[src/rtl/inst_mem_pkg.sv]
// -----------------------------------------------------------------------------
// inst_mem_pkg
// Shared constants and types for the instruction-memory loader and the
// read-side banking logic.
//   BLOCK_WORDS / NUM_BLOCKS / MEM_WORDS : memory geometry in 16-bit words
//   blk_sel_e                            : block-select index
//   load_state_e                         : loader FSM states
//   blk_onehot()                         : block index -> one-hot write enable
// -----------------------------------------------------------------------------
package inst_mem_pkg;

  localparam int BLOCK_WORDS = 65536;
  localparam int NUM_BLOCKS  = 3;
  localparam int MEM_WORDS   = BLOCK_WORDS * NUM_BLOCKS;

  typedef enum logic [1:0] {
    BLOCK0 = 2'd0,
    BLOCK1 = 2'd1,
    BLOCK2 = 2'd2
  } blk_sel_e;

  typedef enum logic [1:0] {
    IDLE = 2'd0,
    LOAD = 2'd1,
    DONE = 2'd2,
    ERR  = 2'd3
  } load_state_e;

  function automatic logic [2:0] blk_onehot(input blk_sel_e blk);
    return 3'b001 << blk;
  endfunction

endpackage

[src/rtl/inst_mem_blk_decode.sv]
// -----------------------------------------------------------------------------
// inst_mem_blk_decode
// Combinational map from a flat word address to (block index, block offset).
// Shared by the loader write path and the read-side banking.
//   addr_i   in  32  flat word address
//   blk_o    out  2  block index (BLOCK0..BLOCK2)
//   offset_o out 16  word offset within the selected block
// -----------------------------------------------------------------------------
module inst_mem_blk_decode
  import inst_mem_pkg::*;
(
  input  logic [31:0] addr_i,
  output blk_sel_e    blk_o,
  output logic [15:0] offset_o
);

  // NOTE: assign a default before any conditional in always_comb so no path
  // leaves the output unassigned, which would infer a latch.
  always_comb begin
    blk_o = BLOCK0;
    if (addr_i > 32'(2 * BLOCK_WORDS - 1)) begin
      blk_o = BLOCK2;
    end else if (addr_i > 32'(BLOCK_WORDS - 1)) begin
      blk_o = BLOCK1;
    end
  end

  // Blocks are 64K-aligned, so subtracting block*65536 leaves exactly the
  // low 16 address bits.
  assign offset_o = addr_i[15:0];

endmodule

[src/rtl/inst_mem_loader.sv]
// -----------------------------------------------------------------------------
// inst_mem_loader
// Streams 16-bit instruction words from a valid/ready source into a banked
// instruction memory of NUM_BLOCKS blocks of BLOCK_WORDS words each.
// A start in IDLE latches base_addr/word_count; a load that would run past
// the end of memory is rejected with a sticky error and no writes.
// Each accepted beat produces a one-cycle registered write on the next cycle.
//
// Ports:
//   clock       in   1  rising-edge clock
//   reset_n     in   1  asynchronous active-low reset
//   start       in   1  load request, sampled only in IDLE
//   base_addr   in  32  first word address
//   word_count  in  32  number of words to load
//   in_valid    in   1  source word valid
//   in_data     in  16  source word
//   in_ready    out  1  loader accepts a word this cycle (LOAD state)
//   wren        out  3  one-hot block write enable
//   wr_addr     out 16  word offset inside the selected block
//   wr_data     out 16  word to write
//   busy        out  1  high in LOAD
//   done        out  1  one-cycle completion pulse
//   error       out  1  sticky range error, cleared by next accepted start
//   checksum    out 16  running sum of accepted words
//
// Optional feature: define INST_MEM_LOADER_CHECKSUM_EN to build the checksum
// accumulator; otherwise checksum is tied to zero.
// -----------------------------------------------------------------------------
module inst_mem_loader #(
  parameter int BLOCK_WORDS = inst_mem_pkg::BLOCK_WORDS,
  parameter int NUM_BLOCKS  = inst_mem_pkg::NUM_BLOCKS
) (
  input  logic        clock,
  input  logic        reset_n,
  input  logic        start,
  input  logic [31:0] base_addr,
  input  logic [31:0] word_count,
  input  logic        in_valid,
  input  logic [15:0] in_data,
  output logic        in_ready,
  output logic [2:0]  wren,
  output logic [15:0] wr_addr,
  output logic [15:0] wr_data,
  output logic        busy,
  output logic        done,
  output logic        error,
  output logic [15:0] checksum
);

  import inst_mem_pkg::*;

  localparam logic [32:0] MEM_LIMIT = 33'(NUM_BLOCKS) * 33'(BLOCK_WORDS);

  load_state_e state_q;
  logic [31:0] addr_q;
  logic [31:0] count_q;
  logic [2:0]  wren_q;
  logic [15:0] wr_addr_q;
  logic [15:0] wr_data_q;
  logic        done_q;
  logic        error_q;

  blk_sel_e    cur_blk;
  logic [15:0] cur_off;
  logic [32:0] end_addr;
  logic        accept;
  logic        start_ok;

  assign accept   = (state_q == LOAD) && in_valid;
  assign start_ok = (state_q == IDLE) && start;
  // Carried in 33 bits so a huge base+count cannot wrap past the check.
  assign end_addr = {1'b0, base_addr} + {1'b0, word_count};

  inst_mem_blk_decode u_blk_decode (
    .addr_i  (addr_q),
    .blk_o   (cur_blk),
    .offset_o(cur_off)
  );

  // NOTE: sequential state uses non-blocking assignments so every register
  // samples pre-edge values, regardless of statement order.
  always_ff @(posedge clock or negedge reset_n) begin
    if (!reset_n) begin
      state_q   <= IDLE;
      addr_q    <= '0;
      count_q   <= '0;
      wren_q    <= '0;
      wr_addr_q <= '0;
      wr_data_q <= '0;
      done_q    <= 1'b0;
      error_q   <= 1'b0;
    end else begin
      // Write enable and done are single-cycle pulses unless re-armed below.
      wren_q <= '0;
      done_q <= 1'b0;
      case (state_q)
        IDLE: begin
          if (start) begin
            addr_q  <= base_addr;
            count_q <= word_count;
            error_q <= 1'b0;
            if (end_addr > MEM_LIMIT) begin
              state_q <= ERR;
            end else if (word_count == 32'd0) begin
              state_q <= DONE;
            end else begin
              state_q <= LOAD;
            end
          end
        end
        LOAD: begin
          if (in_valid) begin
            wren_q    <= blk_onehot(cur_blk);
            wr_addr_q <= cur_off;
            wr_data_q <= in_data;
            addr_q    <= addr_q + 32'd1;
            count_q   <= count_q - 32'd1;
            if (count_q == 32'd1) begin
              state_q <= DONE;
            end
          end
        end
        DONE: begin
          // The pulse lands the cycle after the final write.
          done_q  <= 1'b1;
          state_q <= IDLE;
        end
        ERR: begin
          error_q <= 1'b1;
          state_q <= IDLE;
        end
        default: state_q <= IDLE;
      endcase
    end
  end

  assign in_ready = (state_q == LOAD);
  assign busy     = (state_q == LOAD);
  assign wren     = wren_q;
  assign wr_addr  = wr_addr_q;
  assign wr_data  = wr_data_q;
  assign done     = done_q;
  assign error    = error_q;

`ifdef INST_MEM_LOADER_CHECKSUM_EN
  logic [15:0] checksum_q;

  always_ff @(posedge clock or negedge reset_n) begin
    if (!reset_n) begin
      checksum_q <= '0;
    end else if (start_ok) begin
      checksum_q <= '0;
    end else if (accept) begin
      checksum_q <= checksum_q + in_data;
    end
  end

  assign checksum = checksum_q;
`else
  assign checksum = 16'h0;
`endif

endmodule
[config.mk]
export PLATFORM = sky130hd
export DESIGN_NAME = inst_mem_loader
export DESIGN_NICKNAME = d
export VERILOG_FILES = /design/src/rtl/inst_mem_pkg.sv /design/src/rtl/inst_mem_blk_decode.sv /design/src/rtl/inst_mem_loader.sv
export SDC_FILE = /design/constraint.sdc
export NUM_CORES = 1
export LEC_CHECK = 0
export BUFFER_PORTS_ARGS = -buffer_cell sky130_fd_sc_hd__buf_4
export CORE_MARGIN = 10
export CORE_UTILIZATION = 55
export CTS_CLUSTER_SIZE = 40
export DETAILED_ROUTE_END_ITERATION = 12
export MAX_ROUTING_LAYER = met4
export PLACE_DENSITY = 0.86
export SLEW_MARGIN = 5
export SYNTH_ARGS = -nofsm -noshare
export SYNTH_HDL_FRONTEND = slang
export SYNTH_HIERARCHICAL = 1
export SYNTH_SLANG_ARGS = --single-unit
[constraint.sdc]
create_clock -name clock -period 2.81 [get_ports clock]
set_input_delay 0.562 -clock clock [delete_from_list [all_inputs] [get_ports clock]]
set_output_delay 0.562 -clock clock [all_outputs]
set_load 0.01 [all_outputs]
* Word level (Yosys, flattened, before mapping)
Cells that the tools add are included.
** Word-level totals
- Register bits :: 103
- Logic and storage cells :: 50
- Output and inout bits :: 55
- Bits of input ports :: 84
** Operators by class
- Shifts and indexed selects :: 1
- Add/subtract/negate cells :: 3
- Eq/ne operators :: 7
- Muxes and demuxes :: 19
- Order comparisons :: 3
- Reductions and logical operators :: 9
** Operators with widths (count)
- 2-to-1 mux 32 bit :: 4
- case mux 32 bit (2 select lines) :: 2
- adder 32 x 32 -> 33 bit :: 1
- > comparator 33 x 18 -> 1 bit (second input constant) :: 1
- adder 32 x 1 -> 32 bit (second input constant) :: 1
- equality test 32 x 1 -> 1 bit (second input constant) :: 1
- > comparator 32 x 16 -> 1 bit (second input constant) :: 1
- > comparator 32 x 17 -> 1 bit (second input constant) :: 1
- zero test 32 bit :: 1
- subtractor 32 x 1 -> 32 bit (second input constant) :: 1
- 2-to-1 mux 2 bit :: 6
- 2-to-1 mux 3 bit :: 2
- case mux 2 bit (3 select lines) :: 1
- AND reduction 3 bit :: 2
- equality test 2 bit (second input constant) :: 2
- != test 2 bit (second input constant) :: 2
- AND reduction 2 bit :: 2
- nonzero test 2 bit :: 2
- 2-to-1 mux 1 bit :: 3
- left shift 1 x 2 -> 3 bit (first input constant) :: 1
- equality test 2 x 1 -> 1 bit (second input constant) :: 1
- zero test 2 bit :: 1
- != test 2 x 1 -> 1 bit (second input constant) :: 1
- case mux 1 bit (2 select lines) :: 1
- OR reduction 2 bit :: 1

* Depth between registers and ports, before layout
Gate-level depths: netlist of the first run.
- Word-level depth :: 6
- Depth in mapped cells :: 12
- Depth with buffers taken out :: 12

* By module
The synthesis of the first run kept the hierarchy.
** Modules (own cells, without submodules)
- inst_mem_loader :: seq. area each 2577.5 um2, area each 7455.9 um2, times used 1, cells an instance 904
- inst_mem_blk_decode :: seq. area each 0.0 um2, area each 166.4 um2, times used 1, cells an instance 22

* Worst setup path before layout of the first run
No wires, ideal clock.
- Kind :: input-to-reg
- Start point :: input port base_addr[0]
- End point :: register state_q[0]
- Setup time :: 0.146 ns
- Stages :: 12
- Slack :: -0.346 ns
- Data required time :: 2.664 ns
- Arrival time :: 3.010 ns
- Cells stage by stage :: ha_1 > fa_1 > nand3_1 > a21oi_2 > o21a_1 > o21a_1 > or3_1 > a211oi_2 > a311o_1 > o2111ai_1 > o41ai_2 > o311ai_1
** On the way
- Word-level cells in the longest chain between the ends :: 5
** Ends and longest elaborated chain
- from (decl) :: line inst_mem_loader.sv:36 : input logic [31:0] base_addr,
- adder 32 x 32 -> 33 bit :: line inst_mem_loader.sv:72 : assign end_addr = {1'b0, base_addr} + {1'b0, word_count};
- > comparator 33 x 18 -> 1 bit :: line inst_mem_loader.sv:102 : if (end_addr > MEM_LIMIT) begin
- 2-to-1 mux 2 bit :: line inst_mem_loader.sv:102
- 2-to-1 mux 2 bit :: line inst_mem_loader.sv:98 : if (start) begin
- case mux 2 bit (3 select lines) :: line inst_mem_loader.sv:96 : case (state_q)
- to (signal assigned) :: line inst_mem_loader.sv:103 : state_q <= ERR;
- to (signal assigned) :: line inst_mem_loader.sv:105 : state_q <= DONE;
- to (signal assigned) :: line inst_mem_loader.sv:107 : state_q <= LOAD;
- to (decl) :: line inst_mem_loader.sv:54 : load_state_e state_q;
Every way passes these cells. The select of a mux whose other input is x is not followed.
A chain may end at the register's enable or synchronous reset.

* Worst setup path after layout of the first run
Ends and elaborated chain as after synthesis.

==> results of run 1 <==
power by group through the flow:
stage | sequential [mW] | clock (mW) | combinational, mW
after floorplan | 2.83 | 0 | 2.58
after global placement | 2.82 | 0 | 3.84
after detailed placement | 2.89 | 0 | 3.98
after CTS | 2.88 | 1.23 | 4.02
after global routing | 3.00 | 1.29 | 4.49
final | 2.91 | 1.22 | 4.06
cells in the final DEF (no fill, tap or decap), types with 19 or more instances in the layout:
cell	Yosys	layout
nand2_1	73	73
mux2_2	32	32
ha_1	35	29
dfrtp_1	103	103
nor2_1	65	64
buf_4	33	276
inv_1	19	19
o22ai_1	23	23
a21oi_1	135	131
nor3_1	26	26
o21ai_0	95	93
nand3_1	42	41
metal layers:
metal / wire (um) / share of wire / track usage
met5: 0 / 0 / -
met4: 1150 / 0.044 / 0.130
met1: 10500 / 0.40 / 0.335
met2: 12400 / 0.47 / 0.461
met3: 2190 / 0.084 / 0.0506
per-stage QoR:
stage	std cells	hold WS [ns]	utilization	setup WS, ns	total power, mW
after detailed placement	1315	0.468	0.727	-0.585	6.87
after global routing	1332	0.153	0.754	-0.401	8.78
after floorplan	941	0.266	-	-0.0709	5.41
final	1332	0.125	0.754	-0.223	8.18
after global placement	1315	0.460	0.727	-0.492	6.66
after CTS	1332	0.132	0.752	-0.147	8.13
worst max-delay path, stage by stage:
cell and delay, ns:
buf_8 0.10, ha_4 0.16, fa_2 0.46, nor4_4 0.32
o221ai_2 0.15, a2111oi_2 0.24, o2111ai_1 0.18, nor4_2 0.16
a311o_1 0.22, o2111ai_2 0.13, o41ai_2 0.39, o311ai_1 0.17
flip-flops by register name, summed over array words and instances (netlist names):
register	cells
done	1
wr_addr	16
wr_data	16
error	1
addr_q	32
state_q	2
wren	3
count_q	32
cell type report:
cell class	instances	area share
multi-input cells	738	0.476
clock inverters	6	0.00569
clock buffers	9	0.0223
well taps	176	0.0218
inverters	20	0.00743
repair buffers	280	0.212
flip-flops and latches	103	0.255
what timing repair did:
action / in CTS / in global routing
buffers inserted: 2 / 0
endpoints found under the setup margin: 2 / 2
pin swaps: 1 / 2
resized for setup: 8 / 4
hold endpoints to repair: 0 / 0
worst paths after layout:
path                                              start                       to  cells past startpoint
worst max-delay path                       base_addr[0]   state_q[0]$_DFFE_PN0P_                     12
worst min-delay path                            reset_n  wr_data[14]$_DFFE_PN0P_                      1
worst max register to register  count_q[11]$_DFFE_PN0P_  count_q[28]$_DFFE_PN0P_                     10
worst min register to register  count_q[26]$_DFFE_PN0P_  count_q[26]$_DFFE_PN0P_                      2
max in group asynchronous                       reset_n   addr_q[25]$_DFFE_PN0P_                      2
min in group clock                          in_data[12]  wr_data[12]$_DFFE_PN0P_                      2
logic make-up after synthesis:
| family | Yosys count | synth area share |
|---|---|---|
| other | 1 | 0.000492 |
| buffers and inverters | 100 | 0.0663 |
| xor gates and xnor gates | 15 | 0.0172 |
| DFF | 103 | 0.338 |
| and+or+nand+nor | 305 | 0.208 |
| muxes | 34 | 0.0499 |
| adders and majority gates | 36 | 0.0601 |
| AOI/OAI and AO/OA | 332 | 0.260 |
==> flow_summary.toml, run 1 <==
[status]
status = "finished, violations left"
failed_checks = "setup timing"

[routing]
route.detailed.drc = 0
firstDrtPassIters = 6
via_per_inst = 6.12
ant_nets = 0
num_vias = 8150
drt-initial-drc-count = 747
routed_wirelength_mm = 26.2
wl_per_cell_um = 19.7

[power]
p_leak_nw = 4.35
ir_worst_vdd_mv = 0.481
pwr-share-clk = 0.149
intPower_mw = 4.59
p_per_area_mw_per_mm2 = 809
combPwrFrac = 0.496
p_sw_frac = 0.439
seq_power_share = 0.355
switchingPower_mw = 3.59

[timing]
setup_violations = 2
worstMarginPinSlew_ns = 0.593
rsz0062_at_grt = "true"
postLayoutSetupSlackWorst_ns = -0.223
min_period_over_period = 1.08
slew_headroom = 0.602
drv_slew = 0
setup_tns_ns = -0.402
skew_ns = 0.00716
max_freq_mhz = 330
hold_viol_final = 0
finalCriticalPeriod_ns = 3.03

[synthesis]
async_reset_ff_frac = 1.00
synth_top_area_share = 0.338
avgSynthCellArea_um2 = 8.23
ys_seq_elements = 103
synth-edff-count = 0
ys_types = 75
synth_commonest_cells = "a21oi_1 (135), dfrtp_1 (103), o21ai_0 (95)"
ys_seq_area_frac = 0.338
yosysMostFrequentCell = "a21oi_1"
synth_top_area_cell = "dfrtp_1"
netlist_instances = 926
yosys-top-cells-area = "dfrtp_1 (34%), a21oi_1 (8.9%), o21ai_0 (6.2%)"
synth_warnings = 6
synthFlopType = "dfrtp_1"
syn_area_mm2 = 0.00762

[global_route]
grt_max_degree = 59
track_usage = 0.283
grt_pass1_vias = 8220
grt_overflow = 0
grt_pass1_wl_mm = 41.8
antenna_found_initial = 0

[clocking]
cts-root-buf = "clkbuf_16"
cts.sinks = 103
cts_hold_buf = 0
clk_pin_slew_ns = 0.07
cts_inserted_buffers = 9
cts_tree = "yes"
h-tree-depth = 3
clockBufferDepth = 2
clock_latency_ns = 0.36

[finish]
fill_cells = 1013
drive_above_1_share = 0.330
multi_input_area_mm2 = 0.00481
antenna_cells = 0
final_nets = 1272
area_delta_synth_final_pct = 32.6
register_area_mm2 = 0.00258
fin_area_mm2 = 0.0101

[placement]
routabilityCongestion = 1.01
dp_hpwl_mm = 20.4
port_buffers = 122
dpl-instance-area_mm2 = 0.00974

[worst_setup_path]
r2r_slack_ns = 0.21
path_max_fanout = 2
cp.required_ns = 3.03
start_kind = "primary input"
critical_path_arrival_ns = 3.25
crit_path_end_kind = "register"
criticalPathCategory = "primary input to register"

[die]
die_w_um = 138
rows = 42
core_mm2 = 0.0134
start_util = 0.569
boundaryPins = 139
die-area_mm2 = 0.0190
die_y_um = 138

[run]
maxCapViolCount = 0

[hold_path]
hp-class = "primary input to async pin"
(Power assumes the default switching activity.)
==> inputs of run 2 (changes only) <==
- BUFFER_PORTS_ARGS: -buffer_cell sky130_fd_sc_hd__buf_4 -> not set
- DONT_BUFFER_PORTS: not set -> 1
- PLACE_DENSITY: 0.86 -> 0.77
==> flow_summary.toml, run 2 (synthesized netlist as in run 1, its figures left out) <==
[status]
status = "finished, violations left"
failed_checks = "hold timing, setup timing"

[clocking]
cts_tree = "yes"
cts-root-buf = "clkbuf_16"
cts_inserted_buffers = 9
clockBufferDepth = 2
h-tree-depth = 3
clock_latency_ns = 0.36
cts.sinks = 103
clk_pin_slew_ns = 0.08

[die]
die-area_mm2 = 0.0190
die_y_um = 138
core_mm2 = 0.0134
boundaryPins = 139
die_w_um = 138
start_util = 0.569
rows = 42

[global_route]
grt_max_degree = 104
grt_overflow = 0
grt_pass1_wl_mm = 37.7
track_usage = 0.257
grt_pass1_vias = 7067
antenna_found_initial = 0

[placement]
port_buffers = 0
dp_hpwl_mm = 18.4
routabilityCongestion = 0.985
dp.cells = 1147

[worst_setup_path]
cpMaxStageDelayCell = "o41ai_2"
start_kind = "primary input"
path_max_fanout = 6
critPathBufInv = 0
crit_chain = "ha_1 > a21oi_1 > o221ai_1 > nor4_1 > o31ai_1 > nor4bb_1 > o211ai_1 > nor4_2 > o2111ai_1 > o41ai_2 > o311ai_1"
critical-path-top-delay-family = "compound AO/OA/AOI/OAI gates"
critical_path_arrival_ns = 3.05
max_stage_delay_ns = 0.40
criticalPathCategory = "primary input to register"
cp.required_ns = 3.04
crit_path_end_kind = "register"

[routing]
wl_per_cell_um = 20.5
routed_wirelength_mm = 23.8
firstDrtPassIters = 5
ant_nets = 0
drt-initial-drc-count = 712
via_per_inst = 6.29
route.detailed.drc = 0
num_vias = 7326

[power]
switchingPower_mw = 3.35
combPwrFrac = 0.430
p_leak_nw = 3.57
p_per_area_mw_per_mm2 = 853
p_total_mw = 7.58
ir_worst_vdd_mv = 0.455
p_sw_frac = 0.442
pwr-share-clk = 0.168
seq_power_share = 0.402
intPower_mw = 4.23

[timing]
postLayoutSetupSlackWorst_ns = -0.00593
rsz0062_at_grt = "true"
drv_slew = 0
worstMarginPinSlew_ns = 0.645
slew_headroom = 0.567
max_freq_mhz = 355
setup_violations = 1
min_period_over_period = 1.00
finalCriticalPeriod_ns = 2.82
hold-worst-slack_ns = -0.114
skew_ns = 0.0108
hold_viol_final = 103

[hold_path]
hp-class = "primary input to async pin"

[run]
maxCapViolCount = 0

[finish]
fill_cells = 1140
register_area_mm2 = 0.00258
area_delta_synth_final_pct = 16.5
drive_above_1_share = 0.216
layout.cells.non_filler = 1165
reg.largest.list = "addr_q: 32 flops, count_q: 32 flops"
layout_common_cells = "a21oi_1 (131), buf_4 (109), dfrtp_1 (103)"
final_nets = 1104
antenna_cells = 0
final_common_cell = "a21oi_1"
multi_input_area_mm2 = 0.00483
==> run 2: cell types whose count changed in the layout (fill, tap and decap cells not counted), moves of 2 or more <==
cell / previous run / this run
ha_1: 29 / 27
buf_8: 2 / 0
inv_6: 1 / 3
clkinvlp_4: 2 / 0
buf_4: 276 / 109
==> run 2: what timing repair did <==
item,CTS,global route
buffers inserted,0,2
pin swaps,2,6
endpoints found under the setup margin,2,3
endpoints found under the hold margin,103,103
gates resized for setup,3,9
==> run 2: worst paths after layout <==
check	start	to	slack (ns)	cells past startpoint
setup / recovery	base_addr[29]	state_q[0]$_DFFE_PN0P_	-0.006	11
hold / removal	reset_n	wr_addr[5]$_DFFE_PN0P_	-0.11	0
setup reg to reg	count_q[11]$_DFFE_PN0P_	count_q[28]$_DFFE_PN0P_	0.26	10
hold reg to reg	count_q[7]$_DFFE_PN0P_	count_q[7]$_DFFE_PN0P_	0.49	2
max in group asynchronous	reset_n	count_q[20]$_DFFE_PN0P_	2.80	0
min in group clock	base_addr[0]	addr_q[0]$_DFFE_PN0P_	0.33	2
==> run 2: layer usage <==
| layer | part of all wire | global-route usage |
|---|---|---|
| met5 | 0 | - |
| met4 | 0.031 | 0.0788 |
| met3 | 0.12 | 0.0834 |
| met2 | 0.46 | 0.406 |
| met1 | 0.39 | 0.307 |
==> run 2: area by class of cell <==
cell class | instances | share of cell area
Clock buffer | 10 | 0.0269
Clock inverter | 6 | 0.00676
Inverter | 20 | 0.00845
Multi-Input combinational cell | 738 | 0.544
Sequential cell | 103 | 0.290
Tap cell | 176 | 0.0248
Timing Repair Buffer | 112 | 0.0989
==> run 2: power by group through the flow <==
stage | combinational (mW) | clock, mW | sequential (mW)
after floorplan | 2.58 | 0 | 2.83
after global placement | 3.09 | 0 | 3.03
after detailed placement | 3.18 | 0 | 3.06
after CTS | 3.21 | 1.29 | 3.04
after global routing | 3.67 | 1.35 | 3.16
final | 3.26 | 1.27 | 3.05
==> run 2: through the flow <==
step | utilization | TNS (ns) | cell area [um^2] | hold slack, ns | setup slack (ns)
CTS | 0.657 | -0.0136 | 8810 | -0.120 | -0.0136
detailed placement | 0.634 | -0.839 | 8490 | 0.270 | -0.426
global placement | 0.634 | -0.728 | 8490 | 0.270 | -0.372
global route | 0.663 | -0.244 | 8880 | -0.132 | -0.139
floorplan | - | -0.128 | 7850 | 0.266 | -0.0709
finish | 0.663 | -0.00593 | 8880 | -0.114 | -0.00593
